[config.mk]
export PLATFORM = sky130hd
export DESIGN_NAME = controlador_botones
export DESIGN_NICKNAME = d
export VERILOG_FILES = /design/src/rtl/controlador_botones_pkg.sv /design/src/rtl/controlador_botones_filtro.sv /design/src/rtl/controlador_botones.sv
export SDC_FILE = /design/constraint.sdc
export NUM_CORES = 1
export LEC_CHECK = 0
export ABC_AREA = 1
export ABC_CLOCK_PERIOD_IN_PS = 2500
export CORE_MARGIN = 2
export CORE_UTILIZATION = 29
export DETAILED_ROUTE_END_ITERATION = 6
export GPL_TIMING_DRIVEN = 0
export SETUP_SLACK_MARGIN = 0.02
export SYNTH_ARGS = -nofsm -noshare
export SYNTH_HDL_FRONTEND = slang
export SYNTH_HIERARCHICAL = 1
export SYNTH_SLANG_ARGS = --single-unit
[constraint.sdc]
create_clock -name clk -period 2.5 [get_ports clk]
set_input_delay 0.25 -clock clk [delete_from_list [all_inputs] [get_ports clk]]
set_output_delay 0.25 -clock clk [all_outputs]
set_load 0.1 [all_outputs]
[src/rtl/controlador_botones_pkg.sv]
// ============================================================================
// controlador_botones_pkg : shared types and width helpers for the button
// event controller.  Revision: 1.0
// ============================================================================
`default_nettype none

package controlador_botones_pkg;

  typedef enum logic [0:0] {
    LIBRE  = 1'b0,
    OFRECE = 1'b1
  } estado_t;

  // Width of the event index; a single button still needs one bit.
  function automatic int idw_f(input int n);
    return (n <= 1) ? 1 : $clog2(n);
  endfunction

  // Width of the prescaler counter (0..p-1).
  function automatic int pre_w_f(input int p);
    return (p <= 1) ? 1 : $clog2(p);
  endfunction

endpackage

`default_nettype wire

[src/rtl/controlador_botones_filtro.sv]
// ============================================================================
// filtro_flanco : per-button sampling shift register with registered
// falling-edge pulse.  Revision: 1.0
// ============================================================================
`default_nettype none

module filtro_flanco #(
  parameter int FILTRO = 4
) (
  input  logic clk,
  input  logic reset,
  input  logic tick,
  input  logic boton,
  output logic flanco_o
);

  logic [FILTRO-1:0] muestras_q, muestras_d;
  logic              flanco_q, flanco_d;

  // The pulse is computed from the post-shift contents so it appears the
  // cycle after the sampling tick.
  always_comb begin
    muestras_d = muestras_q;
    if (tick) begin
      muestras_d = {muestras_q[FILTRO-2:0], boton};
    end
    flanco_d = tick & ~muestras_d[0] & (&muestras_d[FILTRO-1:1]);
  end

  always_ff @(posedge clk) begin
    if (reset) begin
      muestras_q <= '0;
      flanco_q   <= 1'b0;
    end else begin
      muestras_q <= muestras_d;
      flanco_q   <= flanco_d;
    end
  end

  assign flanco_o = flanco_q;

endmodule

`default_nettype wire

[src/rtl/controlador_botones.sv]
// ============================================================================
// controlador_botones : debounced falling-edge collector and valid/ready
// event serialiser.  Optional macro ROUND_ROBIN_EN selects round-robin
// arbitration instead of fixed lowest-index priority.  Revision: 1.0
// ============================================================================
`default_nettype none

module controlador_botones
  import controlador_botones_pkg::*;
#(
  parameter  int N_BOTONES = 4,
  parameter  int FILTRO    = 4,
  parameter  int PRESCALER = 1000,
  localparam int IDW       = idw_f(N_BOTONES)
) (
  input  logic                 clk,
  input  logic                 reset,
  input  logic [N_BOTONES-1:0] botones,
  output logic                 evento_valid,
  output logic [IDW-1:0]       evento_id,
  input  logic                 evento_ready,
  output logic [N_BOTONES-1:0] pendientes,
  output logic                 overflow
);

  localparam int            PW      = pre_w_f(PRESCALER);
  localparam logic [PW-1:0] PRE_MAX = PW'(PRESCALER - 1);

  logic [PW-1:0]        cnt_q, cnt_d;
  logic                 tick;
  logic [N_BOTONES-1:0] flancos;
  logic [N_BOTONES-1:0] pend_q, pend_d, clr;
  logic                 ovf_q, ovf_d;
  estado_t              est_q, est_d;
  logic [IDW-1:0]       id_q, id_d;
  logic [IDW-1:0]       gan;
  logic                 hay;
  logic                 acepta;

  assign tick  = (cnt_q == PRE_MAX);
  assign cnt_d = tick ? '0 : cnt_q + PW'(1);

  generate
    for (genvar i = 0; i < N_BOTONES; i++) begin : g_filtro
      filtro_flanco #(
        .FILTRO (FILTRO)
      ) u_filtro (
        .clk      (clk),
        .reset    (reset),
        .tick     (tick),
        .boton    (botones[i]),
        .flanco_o (flancos[i])
      );
    end
  endgenerate

  assign acepta = (est_q == OFRECE) & evento_ready;

  // A set on the same cycle as the clear wins; an edge on a bit that is
  // pending and not being cleared is dropped and flagged.
  always_comb begin
    clr = '0;
    for (int i = 0; i < N_BOTONES; i++) begin
      clr[i] = acepta && (id_q == IDW'(i));
    end
    pend_d = (pend_q & ~clr) | flancos;
    ovf_d  = |(flancos & pend_q & ~clr);
  end

`ifdef ROUND_ROBIN_EN
  logic [IDW-1:0] ult_q, ult_d;
  logic [IDW-1:0] gan_alto, gan_bajo;
  logic           hay_alto, hay_bajo;

  // Descending scan leaves the lowest candidate; prefer those above the
  // last grant, otherwise wrap to the lowest pending index.
  always_comb begin
    gan_alto = '0;
    gan_bajo = '0;
    hay_alto = 1'b0;
    hay_bajo = 1'b0;
    for (int j = N_BOTONES - 1; j >= 0; j--) begin
      if (pend_q[j]) begin
        gan_bajo = IDW'(j);
        hay_bajo = 1'b1;
        if (IDW'(j) > ult_q) begin
          gan_alto = IDW'(j);
          hay_alto = 1'b1;
        end
      end
    end
    gan = hay_alto ? gan_alto : gan_bajo;
    hay = hay_bajo;
  end

  assign ult_d = acepta ? id_q : ult_q;

  always_ff @(posedge clk) begin
    if (reset) begin
      ult_q <= IDW'(N_BOTONES - 1);
    end else begin
      ult_q <= ult_d;
    end
  end
`else
  always_comb begin
    gan = '0;
    hay = 1'b0;
    for (int j = N_BOTONES - 1; j >= 0; j--) begin
      if (pend_q[j]) begin
        gan = IDW'(j);
        hay = 1'b1;
      end
    end
  end
`endif

  always_comb begin
    est_d = est_q;
    id_d  = id_q;
    case (est_q)
      LIBRE: begin
        if (hay) begin
          id_d  = gan;
          est_d = OFRECE;
        end
      end
      OFRECE: begin
        if (evento_ready) begin
          est_d = LIBRE;
        end
      end
      default: est_d = LIBRE;
    endcase
  end

  always_ff @(posedge clk) begin
    if (reset) begin
      cnt_q  <= '0;
      pend_q <= '0;
      ovf_q  <= 1'b0;
      est_q  <= LIBRE;
      id_q   <= '0;
    end else begin
      cnt_q  <= cnt_d;
      pend_q <= pend_d;
      ovf_q  <= ovf_d;
      est_q  <= est_d;
      id_q   <= id_d;
    end
  end

  assign evento_valid = (est_q == OFRECE);
  assign evento_id    = id_q;
  assign pendientes   = pend_q;
  assign overflow     = ovf_q;

endmodule

`default_nettype wire

* Word level (Yosys, flattened, before mapping)
Cells that the tools add are included.
** Storage, ports and cells
- Output and inout port bits :: 8
- Flip-flop bits (word level) :: 38
- Input bits :: 7
** Operators by class
- Equality and inequality tests :: 4
- Reductions and logical operators :: 12
- Bitwise operators :: 19
- $add $sub $neg :: 1
- Muxes and demuxes :: 15
** Operator list (count)
- $mux 4 :: 4
- $and 4x4->4 :: 3
- $reduce_and 3->1 :: 4
- $add 10x1->10 const B :: 1
- $eq 10x10->1 const B :: 1
- $and 1x1->1 :: 9
- $mux 2 :: 4
- $mux 1 :: 6
- $not 1->1 :: 5
- $eq 2x2->1 const B :: 2
- $logic_and 1x1->1 :: 4
- $not 4->4 :: 1
- $or 4x4->4 :: 1
- $reduce_or 4->1 :: 1
- $eq 2x1->1 const B :: 1
- $logic_not 2->1 :: 1
- $pmux 1 s2 :: 1
- $reduce_and 2->1 :: 1
- $reduce_or 2->1 :: 1

* Logic depth before layout (Yosys ltp)
- Word-level depth :: 6
- Mapped depth :: 9

* Modules after synthesis
Netlist, hierarchy kept.
** By module, submodules not included
- controlador_botones :: times used 1, area an instance 842.1 um2, cells each 120
- filtro_flanco :: times used 4, area an instance 190.2 um2, cells each 24

* Worst setup path after synthesis
Ideal clock, no wire load.
- Path type :: register to register
- Start :: register est_q, in the netlist evento_valid
- End :: register ovf_q, in the netlist overflow
- Buffers on the path :: 0
- Setup time :: 111 ps
- Slack :: 778 ps
- Arrival :: 1611 ps
- Cell stages (with the launch flop) :: 8
- Cells stage by stage :: dfxtp_1 > nand2_1 > inv_1 > nand2_1 > nand2_1 > nand2_1 > nor2_1 > nor2_1
** Between the ends
- Cells in the longest elaborated chain, start to end :: 5
** RTL lines
- from (decl) :: RTL line controlador_botones.sv:34 : estado_t est_q, est_d;
- from (signal assigned) :: RTL line controlador_botones.sv:148 : est_q <= est_d;
- $and 1x1->1 * :: RTL line controlador_botones.sv:57 : assign acepta = (est_q == OFRECE) & evento_ready;
- $logic_and 1x1->1 :: RTL line controlador_botones.sv:64 : clr[i] = acepta && (id_q == IDW'(i));
- $not 4->4 * :: RTL line controlador_botones.sv:67 : ovf_d = |(flancos & pend_q & ~clr);
- $and 4x4->4 * :: RTL line controlador_botones.sv:67
- $reduce_or 4->1 * :: RTL line controlador_botones.sv:67
- to (signal assigned) :: RTL line controlador_botones.sv:147 : ovf_q <= ovf_d;
- to (decl) :: RTL line controlador_botones.sv:33 : logic ovf_q, ovf_d;
Mark *: on every way between the ends. The rest lies on a longest branch, timed or not.
A chain may end at the register's enable or synchronous reset.

* Final worst setup path
- Start :: register est_q, in the netlist evento_valid
- End :: output evento_valid
** RTL lines
- to (decl) :: RTL line controlador_botones.sv:19 : output logic evento_valid,
No word-level cell between the ends.

==> flow_metrics.env <==
export IMPL_start_util_pct=29.7
export IMPL_setup_slack_ns=0.346
export IMPL_grt_usage_pct=9.51
export IMPL_cp_required_ns=2.25
export IMPL_synth_seq_area_share_pct=47.5
export IMPL_fin_nets=245
export IMPL_grt_pass1_wl_um=4600
export IMPL_seqPwrFrac_pct=47.6
export IMPL_cts_setup_buffers=0
export IMPL_avgSynthCellArea_um2=7.42
export IMPL_path_max_fanout=7
export IMPL_crit_chain="clkdlybuf4s50_1"
export IMPL_p_sw_uw=237
export IMPL_port_buffers=14
export IMPL_grt_max_degree=29
export IMPL_diodes=0
export IMPL_h_tree_depth=2
export IMPL_drt_iter0_drc=58
export IMPL_cts_resized_gates=0
export IMPL_synth_cells=216
export IMPL_row_count=27
export IMPL_swShare_pct=18.4
export IMPL_crit_family="buffers and inverters"
export IMPL_grt_pass1_vias=1098
export IMPL_syn2layout_area_growth_pct=23.3
export IMPL_ios=15
export IMPL_synth_top_cell_area_share_pct=47.5
export IMPL_dp_slack_ns=0.553
export IMPL_dpl_instance_area_mm2=0.00183
export IMPL_fin_setup_tns_ns=0
export IMPL_holdWs_ns=0.457
export IMPL_numCtsBuffers=5
export IMPL_synth_mux_area_share_pct=0
export IMPL_min_path_type="register to register"
export IMPL_gr_total_overflow=0
export IMPL_max_cap_violations=0
export IMPL_powerDensity_mw_per_mm2=651
export IMPL_firstDrtPassIters=4
export IMPL_synthTopCellsByArea="dfxtp_1 47%, nand2_1 12%, inv_1 8.7%"
export IMPL_final_cells=310
export IMPL_crit_buf_inv=1
export IMPL_p_int_mw=1.05
export IMPL_hold_viol_final=0
export IMPL_hpwl_um=1880
export IMPL_via_per_inst=4.08
export IMPL_clock_sinks=38
export IMPL_crit_path_max_incr_delay_ns=1.17
export IMPL_max_slew_margin_pct=35.4
export IMPL_syn_nets=224
export IMPL_die_w_um=78.3
export IMPL_final_max_slew_viol_count=0
export IMPL_p_comb_share_pct=2.5
export IMPL_synth_warnings=6
export IMPL_synthSimpleGateAreaFrac_pct=29.7
export IMPL_wl_per_cell_um=8.44
export IMPL_synth_top_family_by_area="simple AND/OR/NAND/NOR gates"
export IMPL_cts_tree="done"
export IMPL_synth_compound_area_share_pct=10.3
export IMPL_status="completed"
export IMPL_ys_ff_latch=38
export IMPL_fin_crit_sh_pct=86.1
export IMPL_gp_congestion=0.739
export IMPL_period_needed_ns=2.15
export IMPL_cp_slowest_cell="clkdlybuf4s50_1"
export IMPL_synth_fa_ha_area_share_pct=0.781
export IMPL_cp_arrival_ns=1.90
export IMPL_max_clock_freq_ghz=0.464
export IMPL_synth_area_mm2=0.00160
export IMPL_synth_distinct_cells=21
export IMPL_cts_hold_buf=0
export IMPL_drive_above_1_share_pct=13.0
export IMPL_wirelength_um=2620
export IMPL_multi_input_area_um2=688
export IMPL_dp_cells=302
export IMPL_power_mw=1.29
export IMPL_yosysTopAreaCell="dfxtp_1"
export IMPL_final_cell_area_mm2=0.00198
export IMPL_mostFrequentLayoutCells="50 x nand2_1, 38 x dfxtp_1, 37 x inv_1"
export IMPL_worstSkewPairLatency_ns=0.29
export IMPL_grt_setup_unrepaired="false"
export IMPL_setup_violations=0
export IMPL_tightest_slew_ns=0.966
export IMPL_clk_pin_slew_worst_paths_ns=0.08
export IMPL_clock_path_buffers=2
export IMPL_vias=1266
export IMPL_end_kind="output port"
export IMPL_synth_xor_area_share_pct=2.19
export IMPL_core_area_mm2=0.00541
export IMPL_ant_nets=0
export IMPL_register_area_um2=761
export IMPL_drc_errors=0
export IMPL_clkPwrFrac_pct=49.8
export IMPL_skew_ns=0.00793
export IMPL_p_leak_nw=0.786
export IMPL_antenna_found_initial=0
export IMPL_criticalPathCategory="register to output port"
export IMPL_ir_worst_vdd_mv=0.235
export IMPL_final_common_cell="nand2_1"
export IMPL_die_height_um=78.3
export IMPL_die_area_mm2=0.00614
export IMPL_final_util_pct=36.6
export IMPL_start_kind="register"
export IMPL_cts_root_buffer="clkbuf_8"
export IMPL_fillers=570
-- area by class of cell --
| cell class | instances | share of cell area, % |
|---|---|---|
| clock inverters | 2 | 3.04 |
| clock buffers | 6 | 4.18 |
| inverters | 41 | 7.79 |
| repair buffers | 14 | 7.09 |
| well taps | 72 | 4.56 |
| flip-flops and latches | 38 | 38.5 |
| multi-input cells | 137 | 34.8 |
-- flip-flops by register name (all words and copies together) (netlist names) --
signal and cells:
evento_valid 1, cnt_q 10, g_filtro.u_filtro/flanco_o 4, overflow 1, pendientes 4, g_filtro.u_filtro/muestras_q 16
evento_id 2
-- power by group through the flow --
stage,clock network (mW),registers (mW),logic [mW]
2_1_floorplan,0,0.626,0.0159
3_3_place_gp,0,0.627,0.0327
3_5_place_dp,0,0.627,0.0326
4_1_cts,0.660,0.613,0.0329
5_1_grt,0.684,0.613,0.0364
6_report,0.641,0.613,0.0323
-- path summary, 6_finish.rpt --
path                                                    start                                 end  slack, ns  depth (start not counted)
worst max-delay path                             evento_valid                        evento_valid       0.35                          1
worst min-delay path            g_filtro[3].u_filtro/flanco_o                       pendientes[3]       0.46                          2
worst max register to register                       cnt_q[0]  g_filtro[1].u_filtro/muestras_q[0]       0.58                          7
worst min register to register  g_filtro[3].u_filtro/flanco_o                       pendientes[3]       0.46                          2
-- cells by family after synthesis --
logic type,after synthesis
xor+xnor,4
simple gates,102
compound gates,30
flops,38
fa+ha+maj,1
buf+inv,41
-- metal layers --
metal,share of wire [%],vias to the layer above,global-route usage (%)
met5,0,-,0
met4,3.0,0,6.32
met3,4.1,7,2.76
met2,41,23,15.0
met1,52,531,11.2
li1,-,705,-
-- Yosys cell counts --
cell type / instances
nand3_2: 5
a21oi_1: 19
nand3b_1: 1
a21oi_2: 2
nand2_2: 4
o21ai_0: 6
xnor2_1: 3
nand2_4: 1
dfxtp_1: 38
nand4_1: 5
nand2_1: 50
nor2_2: 6
nor2_4: 1
ha_1: 1
nand3_1: 4
nor2_1: 25
xor2_1: 1
inv_1: 37
inv_2: 4
o211ai_1: 1
o21bai_1: 2
Power figures use the tool's default switching activity.
